File: config.mk
export PLATFORM = sky130hd
export DESIGN_NAME = cache_response_field_packer
export DESIGN_NICKNAME = d
export VERILOG_FILES = /design/src/rtl/cache_response_field_packer.sv
export SDC_FILE = /design/constraint.sdc
export NUM_CORES = 1
export LEC_CHECK = 0
export CORE_UTILIZATION = 39
export DETAILED_ROUTE_END_ITERATION = 12
export PLACE_DENSITY = 0.68
export SLEW_MARGIN = 20
export SYNTH_ARGS = -nofsm -noshare
export SYNTH_HDL_FRONTEND = slang
export SYNTH_SLANG_ARGS = --single-unit
export TNS_END_PERCENT = 5
File: constraint.sdc
create_clock -name ap_clk -period 3 [get_ports ap_clk]
set_clock_uncertainty 0.2 [all_clocks]
set_input_delay 0.6 -clock ap_clk [delete_from_list [all_inputs] [get_ports ap_clk]]
set_output_delay 0.6 -clock ap_clk [all_outputs]
set_load 0.005 [all_outputs]
File: src/rtl/cache_response_field_packer.sv
// Gathers single-word cache response beats into NUM_FIELDS-wide packets with one
// output register; packets close on a full packet, DONE/BREAK, seq_id change or idle timeout.
module cache_response_field_packer #(
  parameter int unsigned DATA_W        = 32,
  parameter int unsigned NUM_FIELDS    = 4,
  parameter int unsigned META_W        = 64,
  parameter int unsigned SEQ_ID_W      = 8,
  parameter int unsigned FLUSH_TIMEOUT = 16,
  parameter int unsigned CNT_W         = $clog2(NUM_FIELDS + 1)
) (
  input  logic                         ap_clk,
  input  logic                         ap_rst_n,
  input  logic                         resp_in_valid,
  output logic                         resp_in_ready,
  input  logic [DATA_W-1:0]            resp_in_data,
  input  logic [META_W-1:0]            resp_in_meta,
  input  logic [SEQ_ID_W-1:0]          resp_in_seq_id,
  input  logic [3:0]                   resp_in_seq_state,
  output logic                         pkt_out_valid,
  input  logic                         pkt_out_ready,
  output logic [NUM_FIELDS*DATA_W-1:0] pkt_out_data,
  output logic [META_W-1:0]            pkt_out_meta,
  output logic [SEQ_ID_W-1:0]          pkt_out_seq_id,
  output logic [3:0]                   pkt_out_seq_state,
  output logic [CNT_W-1:0]             pkt_out_count,
  output logic [15:0]                  drop_count
);

  // Timer only needs to reach FLUSH_TIMEOUT-1: the expiring idle cycle itself is the last one.
  localparam int unsigned TmrW = (FLUSH_TIMEOUT > 1) ? $clog2(FLUSH_TIMEOUT) : 1;
  localparam logic [TmrW-1:0] TmrLast =
      (FLUSH_TIMEOUT > 0) ? TmrW'(FLUSH_TIMEOUT - 1) : '0;
  localparam logic [CNT_W-1:0] CntLast = CNT_W'(NUM_FIELDS - 1);

  localparam logic [3:0] StInvalid = 4'b0001;
  localparam logic [3:0] StRunning = 4'b0010;
  localparam logic [3:0] StDone    = 4'b0100;
  localparam logic [3:0] StBreak   = 4'b1000;

  // Accumulator: the last field never needs storage, it goes straight to the output register.
  logic [DATA_W-1:0]   acc_data_q [NUM_FIELDS-1];
  logic [CNT_W-1:0]    cnt_q;
  logic [META_W-1:0]   acc_meta_q;
  logic [SEQ_ID_W-1:0] acc_seq_id_q;
  logic [TmrW-1:0]     timer_q;

  logic                         out_valid_q;
  logic [NUM_FIELDS*DATA_W-1:0] out_data_q;
  logic [META_W-1:0]            out_meta_q;
  logic [SEQ_ID_W-1:0]          out_seq_id_q;
  logic [3:0]                   out_state_q;
  logic [CNT_W-1:0]             out_count_q;
  logic [15:0]                  drop_q;

  logic st_onehot, is_invalid, is_done, is_break;
  logic cnt_nz, mismatch, closes, out_free, accept;
  logic take_drop, take_beat, take_close, take_append, store_field;
  logic mis_flush, expired, tmo_flush, load;

  logic [NUM_FIELDS*DATA_W-1:0] pkt_data;
  logic [CNT_W-1:0]             pkt_count;
  logic [3:0]                   pkt_state;
  logic [META_W-1:0]            pkt_meta;
  logic [SEQ_ID_W-1:0]          pkt_seq_id;

  always_comb begin
    st_onehot  = (resp_in_seq_state == StInvalid) || (resp_in_seq_state == StRunning) ||
                 (resp_in_seq_state == StDone)    || (resp_in_seq_state == StBreak);
    is_invalid = !st_onehot || (resp_in_seq_state == StInvalid);
    is_done    = (resp_in_seq_state == StDone);
    is_break   = (resp_in_seq_state == StBreak);

    cnt_nz   = (cnt_q != '0);
    mismatch = cnt_nz && (resp_in_seq_id != acc_seq_id_q);
    closes   = (cnt_q == CntLast) || is_done || is_break;
    out_free = !out_valid_q || pkt_out_ready;

    resp_in_ready = !mismatch && (out_free || !closes);
    accept        = resp_in_valid && resp_in_ready;
    take_drop     = accept && is_invalid;
    take_beat     = accept && !is_invalid;
    take_close    = take_beat && closes;
    take_append   = take_beat && !closes;
    store_field   = take_close && !is_break;

    // A stalled mismatching beat hands the partial packet out to make room for itself.
    mis_flush = resp_in_valid && mismatch && out_free;
    expired   = (FLUSH_TIMEOUT != 0) && cnt_nz && !take_beat && (timer_q == TmrLast);
    tmo_flush = expired && out_free && !mis_flush;
    load      = take_close || mis_flush || tmo_flush;
  end

  always_comb begin
    pkt_data = '0;
    for (int i = 0; i < int'(NUM_FIELDS) - 1; i++) begin
      if (CNT_W'(i) < cnt_q) pkt_data[i*DATA_W +: DATA_W] = acc_data_q[i];
    end
    for (int i = 0; i < int'(NUM_FIELDS); i++) begin
      if (store_field && (CNT_W'(i) == cnt_q)) pkt_data[i*DATA_W +: DATA_W] = resp_in_data;
    end

    pkt_count = store_field ? cnt_q + CNT_W'(1) : cnt_q;

    pkt_state = StRunning;
    if (take_close && is_done)  pkt_state = StDone;
    if (take_close && is_break) pkt_state = StBreak;

    // A packet that starts with its closing beat takes meta and id from that beat.
    pkt_meta   = cnt_nz ? acc_meta_q   : resp_in_meta;
    pkt_seq_id = cnt_nz ? acc_seq_id_q : resp_in_seq_id;
  end

  always_ff @(posedge ap_clk or negedge ap_rst_n) begin
    if (!ap_rst_n) begin
      for (int i = 0; i < int'(NUM_FIELDS) - 1; i++) acc_data_q[i] <= '0;
      cnt_q        <= '0;
      acc_meta_q   <= '0;
      acc_seq_id_q <= '0;
      timer_q      <= '0;
    end else begin
      if (take_append) begin
        for (int i = 0; i < int'(NUM_FIELDS) - 1; i++) begin
          if (CNT_W'(i) == cnt_q) acc_data_q[i] <= resp_in_data;
        end
        if (!cnt_nz) begin
          acc_meta_q   <= resp_in_meta;
          acc_seq_id_q <= resp_in_seq_id;
        end
        cnt_q <= cnt_q + CNT_W'(1);
      end else if (load) begin
        cnt_q <= '0;
      end

      if (!cnt_nz || take_beat || load) begin
        timer_q <= '0;
      end else if (timer_q != TmrLast) begin
        timer_q <= timer_q + TmrW'(1);
      end
    end
  end

  always_ff @(posedge ap_clk or negedge ap_rst_n) begin
    if (!ap_rst_n) begin
      out_valid_q  <= 1'b0;
      out_data_q   <= '0;
      out_meta_q   <= '0;
      out_seq_id_q <= '0;
      out_state_q  <= '0;
      out_count_q  <= '0;
      drop_q       <= '0;
    end else begin
      if (load) begin
        out_valid_q  <= 1'b1;
        out_data_q   <= pkt_data;
        out_meta_q   <= pkt_meta;
        out_seq_id_q <= pkt_seq_id;
        out_state_q  <= pkt_state;
        out_count_q  <= pkt_count;
      end else if (pkt_out_ready) begin
        out_valid_q <= 1'b0;
      end

      if (take_drop && (drop_q != 16'hFFFF)) drop_q <= drop_q + 16'd1;
    end
  end

  assign pkt_out_valid     = out_valid_q;
  assign pkt_out_data      = out_data_q;
  assign pkt_out_meta      = out_meta_q;
  assign pkt_out_seq_id    = out_seq_id_q;
  assign pkt_out_seq_state = out_state_q;
  assign pkt_out_count     = out_count_q;
  assign drop_count        = drop_q;

endmodule

Yosys cells after proc, flatten, opt, wreduce, memory -nomap -nowiden --
Index checks and enable logic that the tools add are counted.
Word-level totals: flip-flop bits (word level) 399, input port bits 112, logic and storage cells 100
Cells by class: add/sub/neg operators 3, $lt $le $gt $ge 3, eq/ne operators 12, muxes and demuxes 18, reduce and logical (&&, ||, !) cells 50
Operators by type and width (number):
- $mux 32 | 7
- $mux 64 | 1
- $logic_and 1x1->1 | 21
- $add 16x1->16 const B | 1
- $ne 16x16->1 const B | 1
- $logic_or 1x1->1 | 12
- $mux 3 | 4
- $mux 4 | 3
- $logic_not 1->1 | 9
- $eq 4x4->1 const B | 2
- $mux 8 | 1
- $ne 8x8->1 | 1
- $eq 2x3->1 const A | 2
- $lt 1x3->1 const A | 2
- $reduce_and 2->1 | 3
- $reduce_bool 2->1 | 3
- $add 4x1->4 const B | 1
- $eq 4x1->1 const B | 1
- $eq 4x2->1 const B | 1
- $eq 4x3->1 const B | 1
- $ne 4x4->1 const B | 1
- $add 3x1->3 const B | 1
- $eq 1x3->1 const A | 1
- $eq 3x2->1 const B | 1
- 4 further kinds | 5

Longest topological paths before layout --
Gate-level depths: netlist (run 1).
word-level depth 16, gate-level depth with buffers 11, gate-level depth less buffers 8

Least setup slack after synthesis (run 1) --
OpenSTA, ideal clock, no wires.
path kind input-to-reg, start input port resp_in_seq_id[4], end register drop_q[1] (netlist: drop_count[1]), data arrival time 2257 ps, slack 418 ps, cell stages on the path 7, path through xnor2_1 > nand4_1 > o21a_1 > clkbuf_1 > nor4_1 > clkbuf_1 > mux2_2
Between the ends: longest elaborated chain between the ends 7
Ends and longest elaborated chain:
- start, declared | line 17 | input logic [SEQ_ID_W-1:0] resp_in_seq_id,
- $ne 8x8->1 | line 74 | mismatch = cnt_nz && (resp_in_seq_id != acc_seq_id_q);
- $logic_and 1x1->1 | line 74
- $logic_not 1->1 | line 78 | resp_in_ready = !mismatch && (out_free || !closes);
- $logic_and 1x1->1 | line 78
- $logic_and 1x1->1 | line 79 | accept = resp_in_valid && resp_in_ready;
- $logic_and 1x1->1 | line 80 | take_drop = accept && is_invalid;
- $logic_and 1x1->1 | line 163 | if (take_drop && (drop_q != 16'hFFFF)) drop_q <= drop_q + 16'd1;
- end signal, assigned | line 163
- end, declared | line 53 | logic [15:0] drop_q;
Every way passes these cells. A chain may end at the register's enable or synchronous reset.

Worst setup path in the final report (run 1) --
start input port resp_in_seq_id[3], end output port resp_in_ready
Between the ends: longest elaborated chain between the ends 4
Ends and longest elaborated chain:
- $ne 8x8->1 | line 74
- $logic_and 1x1->1 | line 74
- $logic_not 1->1 | line 78
- $logic_and 1x1->1 | line 78
- end, declared | line 14 | output logic resp_in_ready,
Every way passes these cells.

==> metrics.cfg, run 1 <==
[status]
status=finished, final reports clean

[clocking]
numClockSinks=398
clock_latency_ns=0.58
cts_tree=done
clk_pin_slew_ns=0.06
clock_tree.root_cell=clkbuf_16
ctsHtreeMaxLevel=2
clock_path_buffers=3
cts_buffers=44

[pwr]
leakage_nw=9.892
peakVddDrop_uv=641.6
powerDensity_mw_per_mm2=919.7

[sta]
setup_slack_ns=0.1260
finalCritPeriodShare=0.9580
layout_min_cycle_time_ns=2.874
rsz0062_at_grt=false
relSlewSlack=0.4077
tightest_slew_ns=0.8884
setup_viol=0
fmaxAchievable_mhz=348.0
hold_ws_ns=0.2877
slew_viol_final=0
hold_violations=0

[synth]
synthFlopType=dfrtp_1
yosysSeqAreaShare=0.5976
yosysWarnings=0
synth_cells=1463
synth-seq-cells=398
post-synth-top-count-cell=dfrtp_1
synth_edf_count=0
ys_types=48
syn_area_per_cell_sq_um=11.39
syn_nets=1581
post-synth-top-area-cell=dfrtp_1
syn_area_sq_mm=0.01667
synth_top_area_frac=0.5976
ys_top_cells_by_count=dfrtp_1 (398), nor2_1 (250), mux2_2 (170), nand2_1 (159), a31oi_1 (72)
synth_area_leaders=dfrtp_1 (60%), mux2_2 (11%), nor2_1 (5.6%)
async_reset_ff_frac=1.000

[worst_setup_path]
critPathRequiredTime_ns=2.20
end_kind=output pin
cp_data_arrival_time_ns=2.07
worstSetupPathType=in -> out
critPathLaunchType=input port
worst-path-max-fanout=3

[floorplan]
io_pins=337
rows=75
start_util=0.3964
die_area_sq_mm=0.04356
die_y_um=208.7
fp.dieW_um=208.7
core_sq_mm=0.04204

[route]
ant_nets=0
via_count=12839
drc=0
wl_per_cell_um=19.40
firstDrtPassIters=5
drt_iter0_drc=677
routed_wl_um=46640
via_per_inst=5.341

[placed_design]
place_area_sq_mm=0.02125
dp.final_hpwl_um=31120
gp_congestion=0.8027
post-place-ws_ns=-0.4198
portBuffers=335

[global_route]
grt_max_degree=73
overflow=0
grt_pass1_wl_um=74550
grt_pass1_vias=13178
antenna_found_initial=4
grt_usage=0.2155

[job]
cap_violations=0

[cells_and_area]
areaGrowthSynthToFinish_pct=36.91
fin_area_sq_mm=0.02282
drive_above_1_share=0.2087
fin_nets=1947

[min_path]
min_path_type=reg -> reg

[what timing repair did]
action                                  in CTS  in global routing
endpoints found under the hold margin       58                  0
gates resized for setup                     12                  0
endpoints found under the setup margin       1                  0
buffers inserted                             6                  0
hold buffers                                 1                  0
[final timing paths]
path / start / endpoint / slack (ns) / depth (start not counted)
setup reg to reg: timer_q[0]$_DFFE_PN0P_ / pkt_out_meta[58]$_DFFE_PN0P_ / 0.32 / 7
hold reg to reg: pkt_out_count[0]$_DFFE_PN0P_ / pkt_out_count[0]$_DFFE_PN0P_ / 0.29 / 2
max in group asynchronous: ap_rst_n / acc_meta_q[18]$_DFFE_PN0N_ / 1.32 / 3
min in group asynchronous: ap_rst_n / pkt_out_data[106]$_DFFE_PN0P_ / 0.42 / 2
setup / recovery: resp_in_seq_id[3] / resp_in_ready / 0.13 / 6
hold / removal: pkt_out_count[0]$_DFFE_PN0P_ / pkt_out_count[0]$_DFFE_PN0P_ / 0.29 / 2
[layer usage]
layer  wire [um]  track usage  up-vias
met3        4303      0.07860       71
met1       19810       0.2806     6476
met4         923      0.05654        6
li1            -            -     5888
met5          48            0        -
met2       21560       0.3391      398
[cell usage in the layout (no fill, tap or decap), drive strengths merged, types with 3 or more instances in the layout]
cell type      count
dlygate4sd2        3
clkinv            14
o21ai              9
a221oi            64
a21oi             68
inv                4
and2               3
nor2b              3
nor2             251
nand4             10
dfrtp            398
ha                 6
xnor2             25
nor3               6
clkdlybuf4s50    331
nor4               3
clkbuf            65
nor4b              3
nand2            159
buf               89
nand3             40
or3                3
nand2b             4
a22o              36
a31oi             72
mux2             170
and3               4
[flip-flops by register name (all words and copies together), names as in the netlist]
name,flops
pkt_out_count,3
timer_q,4
pkt_out_data,128
acc_meta_q,64
cnt_q,3
pkt_out_meta,64
acc_seq_id_q,8
pkt_out_seq_state,3
acc_data_q,96
drop_count,16
pkt_out_valid,1
pkt_out_seq_id,8
[power by group]
group,leakage (nW),switching (mW),total (mW),internal (mW)
clock,0.743,2.23,5.46,3.23
combinational,4.22,3.19,7.17,3.98
sequential,4.93,1.13,8.36,7.22
[final cells by class]
class	instances	area (sq um)
diodes	1	2.502
clock buffers	65	1320
clock inverters	16	167.7
fillers	3559	19220
inverters	4	15.01
multi-input cells	957	6351
flip-flops and latches	398	9962
well taps	539	674.4
repair buffers	424	4325
[logic make-up after synthesis]
kind of cell,share of synthesized area
and+or+nand+nor,0.1318
muxes,0.1161
xor gates and xnor gates,0.01366
other,0.0002250
AOI/OAI and AO/OA,0.1079
DFF,0.5976
adders and majority gates,0.004504
buffers and inverters,0.02823
[critical path, stage by stage]
cell and delay [ns]:
clkdlybuf4s50_1 0.52, xnor2_1 0.15, nand4_1 0.17, o21a_1 0.25
nor2_2 0.13, dlygate4sd2_1 0.25
[through the flow]
step	instances	total power, mW	utilization	setup TNS (ns)
after floorplan	1463	11.30	-	0
after global placement	2315	15.39	0.5055	-48.16
after detailed placement	2315	15.62	0.5055	-59.22
after CTS	2403	21.23	0.5427	0
after global routing	2404	22.28	0.5428	0
final	2404	20.99	0.5428	0
Power figures use the tool's default switching activity.
==> inputs of run 2 (changes only) <==
PLACE_DENSITY = 0.65   (was 0.68)
==> metrics.cfg, run 2 (synthesis results as in run 1) <==
[route]
routed_wl_um=46040  ; -1.3%
via_count=12606  ; -1.8%
via_per_inst=5.279  ; -1.2%
ant_nets=0  ; unchanged
drc=0  ; unchanged
firstDrtPassIters=5  ; unchanged
wl_per_cell_um=19.28  ; -0.62%
drt_iter0_drc=685  ; +1.2%

[sta]
finalSetupTns_ns=0  ; unchanged
setup_viol=0  ; unchanged
fmaxAchievable_mhz=343.6  ; -1.3%
hold_ws_ns=0.2987  ; +0.01099 ns
layout_min_cycle_time_ns=2.911  ; +0.03660 ns
slew_viol_final=0  ; unchanged
tightest_slew_ns=1.138  ; +0.2500 ns
relSlewSlack=0.2393  ; -0.1684
finalCritPeriodShare=0.9702  ; +0.01220
rsz0062_at_grt=true
hold_violations=0  ; unchanged

[clocking]
ctsHtreeMaxLevel=2  ; unchanged
clock_tree.root_cell=clkbuf_16
cts_tree=done
numClockSinks=398  ; unchanged
clk_pin_slew_ns=0.06  ; about the same
cts_buffers=45  ; +2.3%
clock_path_buffers=3  ; unchanged
cts_setup_buffers=0  ; -6
clock_latency_ns=0.57  ; about the same

[global_route]
antenna_found_initial=2  ; -2
grt_usage=0.2140  ; -0.001522
grt_pass1_wl_um=74080  ; -0.64%
overflow=0  ; unchanged
grt_max_degree=81  ; +11%
grt_pass1_vias=12953  ; -1.7%

[pwr]
powerDensity_mw_per_mm2=915.9  ; -0.42%
seqPwrFrac=0.403  ; +0.005
comb_power_share=0.341  ; about the same
leakage_nw=9.747  ; -1.5%
peakVddDrop_uv=695.6  ; +8.4%
swShare=0.3148  ; +0.002553
clkPwrFrac=0.256  ; -0.004
p_switching_mw=6.510  ; -0.67%
intPower_mw=14.17  ; -1.8%

[cells_and_area]
final_cell_count_no_fill=2388  ; -0.67%
largest_reg_flops=128  ; unchanged
fin_nets=1932  ; -0.77%
n_fill_cell=3646  ; +2.4%
final_common_cell=dfrtp_1
fin_area_sq_mm=0.02258  ; -1.1%
areaGrowthSynthToFinish_pct=35.46
mostFrequentLayoutCells=dfrtp_1 (398), clkdlybuf4s50_1 (333), nor2_1 (247), mux2_2 (170), nand2_1 (157)
fin_util=0.5370  ; -0.005774
drive_above_1_share=0.1970  ; -0.01172

[worst_setup_path]
worst-path-max-fanout=3  ; unchanged
r2r-start=cnt_q[0]$_DFFE_PN0P_
end_kind=output pin
reg2reg_slack_ns=0.16  ; -0.16 ns
r2r-end=pkt_out_data[24]$_DFFE_PN0P_
worstSetupPathType=in -> out
crit_path_end=resp_in_ready
critPathLaunchType=input port
crit_start=resp_in_seq_id[7]
critPathRequiredTime_ns=2.20  ; about the same
reg2regPathDepth=8  ; +1
cp_data_arrival_time_ns=2.11  ; +0.04 ns

[floorplan]
die_area_sq_mm=0.04356  ; unchanged
fp.dieW_um=208.7  ; unchanged
start_util=0.3964  ; unchanged
rows=75  ; unchanged
core_sq_mm=0.04204  ; unchanged
die_y_um=208.7  ; unchanged
io_pins=337  ; unchanged

[job]
cap_violations=0  ; unchanged

[placed_design]
dp.final_hpwl_um=30330  ; -2.5%
place_area_sq_mm=0.02114  ; -0.53%
placedCellCount=2305  ; -0.43%
gp_congestion=0.8064  ; +0.46%
portBuffers=335  ; unchanged

[min_path]
hold_depth=2  ; unchanged
min_path_type=reg -> reg

[status]
status=finished, final reports clean

-- run 2: metal layers --
| metal | wire length, um | track usage | part of all wire | up-vias |
|---|---|---|---|---|
| met1 | 19690 | 0.2825 | 0.43 | 6304 |
| met2 | 21330 | 0.3349 | 0.46 | 376 |
| met4 | 867 | 0.06009 | 0.019 | 2 |
| met3 | 4141 | 0.07214 | 0.090 | 57 |
| met5 | 17 | 0 | 0.00037 | - |
| li1 | - | - | - | 5867 |
-- run 2: worst min path at each step --
| stage | from | endpoint |
|---|---|---|
| global route | pkt_out_data[122]$_DFFE_PN0P_ | pkt_out_data[122]$_DFFE_PN0P_ |
| CTS | pkt_out_count[0]$_DFFE_PN0P_ | pkt_out_count[0]$_DFFE_PN0P_ |
| finish | pkt_out_count[0]$_DFFE_PN0P_ | pkt_out_count[0]$_DFFE_PN0P_ |
| detailed placement | pkt_out_count[0]$_DFFE_PN0P_ | pkt_out_count[0]$_DFFE_PN0P_ |
| floorplan | ap_rst_n | acc_data_q[0]$_DFFE_PN0P_ |
| global placement | pkt_out_count[0]$_DFFE_PN0P_ | pkt_out_count[0]$_DFFE_PN0P_ |
-- run 2: cell type report --
type / count / area, sq um / share of cell area
clock inverter: 19 / 142.6 / 0.006318
clock buffer: 62 / 1272 / 0.05637
multi-input combinational: 957 / 6339 / 0.2808
tap: 539 / 674.4 / 0.02987
inverter: 4 / 15.01 / 0.0006651
sequential: 398 / 9960 / 0.4412
antenna: 1 / 2.502 / 0.0001108
timing repair buffer: 408 / 4170 / 0.1847
-- run 2: critical path, stage by stage --
cell and delay (ns):
clkdlybuf4s50_1 0.53, xnor2_1 0.13, nand4_1 0.18, o21a_1 0.25
nor2_2 0.15, dlygate4sd2_1 0.26
-- run 2: power by group through the flow --
| stage | clock [mW] | combinational [mW] | sequential (mW) |
|---|---|---|---|
| after global placement | 0 | 7.00 | 8.33 |
| final | 5.29 | 7.06 | 8.33 |
| after CTS | 5.43 | 7.16 | 8.34 |
| after floorplan | 0 | 3.01 | 8.29 |
| after global routing | 5.64 | 7.72 | 8.57 |
| after detailed placement | 0 | 7.13 | 8.42 |
-- run 2: what timing repair did --
item	CTS	global route
hold buffers	1	0
hold endpoints to repair	70	0
pin swaps	2	0
endpoints found under the setup margin	1	32
resized for setup	3	2
-- run 2: stage by stage --
step | power [mW] | setup slack [ns]
4_1_cts | 20.93 | 0.03922
3_5_place_dp | 15.55 | -0.4012
3_3_place_gp | 15.33 | -0.3309
2_1_floorplan | 11.30 | 0.4182
5_1_grt | 21.92 | -0.06300
6_report | 20.68 | 0.08942
